===== src/rtl/source_mul_pkg.sv =====
`default_nettype none
// ============================================================================
// Module      : source_mul_pkg
// Description : Shared constants and helpers for the source_mul array
//               multiplier: default operand width and product-width helper.
// Revision    : 1.0 - initial release
// ============================================================================
package source_mul_pkg;

    // Default operand width of the multiplier (2x2 -> 4-bit product)
    localparam int c_default_width = 2;

    // Full product width for a given operand width; never truncates
    function automatic int prod_w(input int width);
        return 2 * width;
    endfunction

endpackage : source_mul_pkg
`default_nettype wire


===== src/rtl/source_fa.sv =====
`default_nettype none
// ============================================================================
// Module      : source_fa
// Description : Single-bit full adder, the cell of the multiplier array.
// Ports       : a, b, cin  - addend bits and carry in
//               s          - sum bit
//               cout       - carry out
// Revision    : 1.0 - initial release
// ============================================================================
module source_fa (
    input  logic a,
    input  logic b,
    input  logic cin,
    output logic s,
    output logic cout
);

    logic w_axb;

    assign w_axb = a ^ b;
    assign s     = w_axb ^ cin;
    assign cout  = (a & b) | (cin & w_axb);

endmodule : source_fa
`default_nettype wire


===== src/rtl/source_mul2x2.sv =====
`default_nettype none
// ============================================================================
// Module      : source_mul2x2
// Description : Registered unsigned array multiplier, y = a * b. The product
//               is formed combinationally from an AND plane of partial
//               products summed through ripple rows of full adders; only the
//               output product and its valid flag are registered.
// Ports       : clk       - rising-edge clock
//               rst_n     - synchronous active-low reset
//               in_valid  - operands valid, capture product on this edge
//               a, b      - unsigned operands, WIDTH bits
//               y         - registered product, 2*WIDTH bits
//               out_valid - y was updated on the preceding edge
// Revision    : 1.0 - initial release
// ============================================================================
module source_mul2x2
    import source_mul_pkg::*;
#(
    parameter int WIDTH = c_default_width
) (
    input  logic                     clk,
    input  logic                     rst_n,
    input  logic                     in_valid,
    input  logic [WIDTH-1:0]         a,
    input  logic [WIDTH-1:0]         b,
    output logic [prod_w(WIDTH)-1:0] y,
    output logic                     out_valid
);

    localparam int PROD_W = prod_w(WIDTH);

    // Partial products: w_pp[i] = a & {WIDTH{b[i]}}
    logic [WIDTH-1:0]  w_pp  [WIDTH];
    // Running sum after adding row i; row i spans bits 0 .. i+WIDTH,
    // anything above that is zero
    logic [PROD_W-1:0] w_acc [WIDTH];

    logic [PROD_W-1:0] r_y;
    logic              r_out_valid;

    generate
        for (genvar i = 0; i < WIDTH; i++) begin : g_pp
            assign w_pp[i] = a & {WIDTH{b[i]}};
        end
    endgenerate

    // Row 0 is the bare first partial product
    assign w_acc[0] = PROD_W'(w_pp[0]);

    // Row i adds pp[i] to bits [i +: WIDTH] of the previous running sum.
    // The low i bits are already final and pass straight through; the row's
    // carry out becomes the new top bit.
    generate
        for (genvar i = 1; i < WIDTH; i++) begin : g_row
            logic [WIDTH-1:0] w_s;
            logic [WIDTH:0]   w_c;

            assign w_c[0] = 1'b0;

            for (genvar j = 0; j < WIDTH; j++) begin : g_col
                source_fa u_fa (
                    .a    (w_acc[i-1][i+j]),
                    .b    (w_pp[i][j]),
                    .cin  (w_c[j]),
                    .s    (w_s[j]),
                    .cout (w_c[j+1])
                );
            end

            assign w_acc[i] = PROD_W'({w_c[WIDTH], w_s, w_acc[i-1][i-1:0]});
        end
    endgenerate

    // Output stage: reset wins over capture; y only loads on in_valid so
    // unknown operands during idle cycles never reach the register.
    always_ff @(posedge clk) begin
        if (!rst_n) begin
            r_y         <= '0;
            r_out_valid <= 1'b0;
        end else if (in_valid) begin
            r_y         <= w_acc[WIDTH-1];
            r_out_valid <= 1'b1;
        end else begin
            r_out_valid <= 1'b0;
        end
    end

    assign y         = r_y;
    assign out_valid = r_out_valid;

endmodule : source_mul2x2
`default_nettype wire


===== config.mk =====
export PLATFORM = sky130hd
export DESIGN_NAME = source_mul2x2
export DESIGN_NICKNAME = d
export VERILOG_FILES = /design/src/rtl/source_mul_pkg.sv /design/src/rtl/source_fa.sv /design/src/rtl/source_mul2x2.sv
export SDC_FILE = /design/constraint.sdc
export NUM_CORES = 1
export LEC_CHECK = 0
export ABC_CLOCK_PERIOD_IN_PS = 800
export CAP_MARGIN = 0
export CORE_AREA = 2 2 39 41
export DETAILED_ROUTE_END_ITERATION = 12
export DIE_AREA = 0 0 41 43
export DONT_BUFFER_PORTS = 1
export SLEW_MARGIN = 10
export SYNTH_ARGS = -nofsm -noshare
export SYNTH_HDL_FRONTEND = slang
export SYNTH_SLANG_ARGS = --single-unit

===== constraint.sdc =====
create_clock -name clk -period 0.8 [get_ports clk]
set_input_delay 0.04 -clock clk [delete_from_list [all_inputs] [get_ports clk]]
set_output_delay 0.04 -clock clk [all_outputs]
set_load 0.01 [all_outputs]

[After elaboration in Yosys (flattened, before gate mapping)]
Index checks and enable logic that the tools add are counted.
Word-level totals
  register bits after elaboration: 5
  input port bits: 7
  output and inout bits: 5
  logic and storage cells: 9
Cells by class
  muxes and demuxes: 1
  bitwise gates (word level): 6
Operator list (count)
  bitwise AND 2 bit: 2
  bitwise AND 1 bit: 2
  bitwise XOR 1 bit: 2
  2-to-1 mux 1 bit: 1

[Longest topological paths before layout]
  depth in word-level cells: 3
  gate-level depth with buffers: 5
  mapped depth without buffers: 5

[Modules after synthesis]
From an unflattened synthesis, not the netlist that was laid out.
Second synthesis, totals
  cells, all modules: 22
  area total of the unflattened synthesis: 247.7 µm²
By module, submodules not included
  source_mul2x2: instances 1, cells an instance 20, area an instance 207.7 µm², seq. area each 100.1 µm²
  source_fa: instances 2, cells an instance 1, area an instance 20.0 µm², seq. area each 0.0 µm²

[Worst setup path after synthesis]
No wires, ideal clock.
  path type: input port to flip-flop
  start point: input port b[0]
  end point: register r_y[2], in the netlist y[2]
  library setup time: 0.116 ns
  arrival: 0.788 ns
  required time: 0.684 ns
  setup slack: -0.104 ns
  cell stages on the path: 5
  path buffers: 0
  cells stage by stage: and2_1 > ha_1 > ha_1 > mux2i_1 > nor2b_1
On the way
  cells in the longest elaborated chain, start to end: 3
RTL lines
  start: declaration: RTL line source_mul2x2.sv:25  | input logic [WIDTH-1:0] b,
  bitwise AND 2 bit: RTL line source_mul2x2.sv:43  | assign w_pp[i] = a & {WIDTH{b[i]}};
  bitwise AND 1 bit: RTL line source_fa.sv:22  | assign cout = (a & b) | (cin & w_axb);
  bitwise XOR 1 bit: RTL line source_fa.sv:21  | assign s = w_axb ^ cin;
  via g_row[1].g_col[1].u_fa.s: RTL line source_fa.sv:14  | output logic s,
  end signal: assignment: RTL line source_mul2x2.sv:81  | r_y <= w_acc[WIDTH-1];
  end: declaration: RTL line source_mul2x2.sv:38  | logic [PROD_W-1:0] r_y;
The timed path passes the listed nets, and every way through them passes these cells.
A chain may end at the register's enable or synchronous reset.

==> flow_metrics.env <==
export IMPL_holdPathStages=2
export IMPL_startpoint_type="input port"
export IMPL_seqPwrFrac=0.419
export IMPL_insertion_delay_ps=240
export IMPL_synth_cell_types=7
export IMPL_root_buffer="clkbuf_4"
export IMPL_rr_endpoint="y[0]"
export IMPL_gp_congestion=0.5589
export IMPL_setup_slack_ps=42.72
export IMPL_fmax_mhz=1321
export IMPL_internal_power_uw=506.5
export IMPL_dpl_worst_slack_ps=-70.81
export IMPL_worstReg2RegStart="y[0]"
export IMPL_maxCapViolCount=0
export IMPL_portBuffers=0
export IMPL_cts_sinks=5
export IMPL_finalCritPeriodShare=0.9466
export IMPL_path_class="in -> reg"
export IMPL_antenna_left=0
export IMPL_path_cells="dlygate4sd3_1 > mux2i_1 > nor2b_1"
export IMPL_fp_dieH_um=43
export IMPL_htreeDepth=1
export IMPL_critical_path_arrival_ps=890
export IMPL_dieArea_um2=1763
export IMPL_hold_viol=0
export IMPL_outcome="completed"
export IMPL_viasPerCell=3.766
export IMPL_post_cts_resized=0
export IMPL_syn_to_final_growth_pct=68.00
export IMPL_grt_pass1_wl_um=772
export IMPL_ir_drop_uv=484.6
export IMPL_rows=14
export IMPL_grt_max_degree=5
export IMPL_power_per_cell_area_nw_per_um2=1741
export IMPL_setup_viol=0
export IMPL_drtPass1Iterations=1
export IMPL_path_depth=3
export IMPL_drc=0
export IMPL_setup_worst_path_start="in_valid"
export IMPL_netlist_instances=19
export IMPL_end_kind="register"
export IMPL_p_leak_nw=0.1582
export IMPL_syn_area_um2=219.0
export IMPL_cts_buffers=3
export IMPL_drive_above_1_share=0.3871
export IMPL_drtIter0Drc=0
export IMPL_critPathRequiredTime_ps=930
export IMPL_ys_seq_area_frac=0.4571
export IMPL_syn_area_per_cell_um2=11.52
export IMPL_detail_route_wl_per_cell_um=11.28
export IMPL_finalMaxSlewViolations=0
export IMPL_fin_skew_ps=0
export IMPL_path_delay_family="buffers and inverters"
export IMPL_worst_pin_slew_ps=129.4
export IMPL_io_pins=12
export IMPL_reg2regPathDepth=2
export IMPL_hpwl_um=395.1
export IMPL_critical_path_buf_inv_count=1
export IMPL_grt_overflow_total=0
export IMPL_min_path_type="in -> reg"
export IMPL_rrSetupSlack_ps=60
export IMPL_clkTransAtPathRegs_ps=40
export IMPL_num_vias=177
export IMPL_drt_total_wl_um=530
export IMPL_grt_pass1_vias=210
export IMPL_antenna_found_initial=0
export IMPL_core_area_um2=1384
export IMPL_initial_utilization=0.1582
export IMPL_p_comb_frac=0.135
export IMPL_synth_seq_cells=5
export IMPL_yosysWarnings=0
export IMPL_final_setup_tns_ps=0
export IMPL_die_w_um=41
export IMPL_synth_top_area_frac=0.4571
export IMPL_pwr_share_clk=0.446
export IMPL_synthTopCellsByArea="dfxtp_1 (46%), mux2i_1 (14%), ha_1 (11%)"
export IMPL_clockBufferDepth=2
export IMPL_relSlewSlack=0.9113
export IMPL_nets=41
export IMPL_grt_usage=0.07329
export IMPL_cp_slowest_stage_delay_ps=600
export IMPL_yosysTopAreaCell="dfxtp_1"
export IMPL_cp_max_fo=4
export IMPL_n_antenna_cell=0
export IMPL_cp_slowest_cell="dlygate4sd3_1"
export IMPL_p_switching_uw=134.0
export IMPL_rsz0062_at_grt="false"
export IMPL_synth_nets=28
export IMPL_p_sw_frac=0.2092
export IMPL_tritoncts="done"
export IMPL_critical_path_endpoint="y[2]"
export IMPL_period_needed_ps=757.3
[worst min path at each step]
stage / to / startpoint / slack (ps)
floorplan: y[0] / rst_n / 170
global placement: y[3] / rst_n / 170
detailed placement: y[0] / rst_n / 170
CTS: y[3] / in_valid / 30
global route: y[3] / in_valid / 60
finish: y[3] / in_valid / 30
[sequential cells by signal, summed over array words and instances, names as in the netlist]
name	flops
out_valid	1
y	4
[power groups by stage]
| stage | combinational [mW] | clock, mW | sequential [mW] |
|---|---|---|---|
| 6_report | 0.0865 | 0.286 | 0.268 |
| 5_1_grt | 0.0958 | 0.314 | 0.270 |
| 4_1_cts | 0.0884 | 0.300 | 0.269 |
| 3_5_place_dp | 0.0651 | 0 | 0.273 |
| 3_3_place_gp | 0.0616 | 0 | 0.273 |
| 2_1_floorplan | 0.0411 | 0 | 0.275 |
[cells by family (layout without fill, tap and decap cells)]
family | count (synthesis) | in the layout | share of synthesized area
compound gates | 1 | 1 | 0.05142
fa+ha+maj | 2 | 2 | 0.1143
buf+inv | 0 | 12 | 0
flops | 5 | 5 | 0.4572
mux | 3 | 3 | 0.1371
simple gates | 8 | 8 | 0.2400
[worst register-to-register path, stage by stage (launching register included)]
cell and delay, ps:
dfxtp_1 310, nor2b_1 120, a32o_2 200
[stage by stage]
| stage | power [mW] | instances | util | hold slack [ps] | cell area (µm²) |
|---|---|---|---|---|---|
| 2_1_floorplan | 0.3163 | 19 | - | 166.8 | 249.0 |
| 3_3_place_gp | 0.3344 | 38 | 0.2107 | 170.3 | 291.5 |
| 3_5_place_dp | 0.3377 | 38 | 0.2107 | 172.0 | 291.5 |
| 4_1_cts | 0.6567 | 47 | 0.2658 | 29.86 | 367.9 |
| 5_1_grt | 0.6790 | 47 | 0.2658 | 64.20 | 367.9 |
| 6_report | 0.6404 | 47 | 0.2658 | 26.77 | 367.9 |
[layer usage]
metal  GRT usage  share of wire  up-vias  wire length (µm)
met3     0.03665           0.11        0                59
met1     0.06109           0.37       78               197
li1            -              -       89                 -
met2      0.1094           0.52       10               274
met5           0              0        -                 0
met4     0.08000              0        0                 0
[cell type report]
class / instances / area (µm²)
Fill cell: 153 / 1016
Multi-Input combinational cell: 14 / 148.9
Sequential cell: 5 / 100.1
Timing Repair Buffer: 8 / 72.57
Clock buffer: 4 / 26.28
Tap cell: 16 / 20.02
[synthesized netlist by cell type (all sizes together)]
cell	n
mux2i	3
dfxtp	5
a32o	1
ha	2
nor2b	4
and2	4
[layout by cell type, fill, tap and decap left out]
master,n
dlygate4sd3_1,5
dfxtp_1,5
nor2b_1,4
and2_4,3
mux2i_1,3
clkbuf_4,3
buf_4,3
ha_4,2
and2_1,1
a32o_2,1
clkbuf_1,1
[what timing repair did]
item,CTS,global route
hold buffers,5,0
buffers inserted,0,0
endpoints found under the hold margin,5,0
Note: power is estimated with default switching activity, not from simulation.
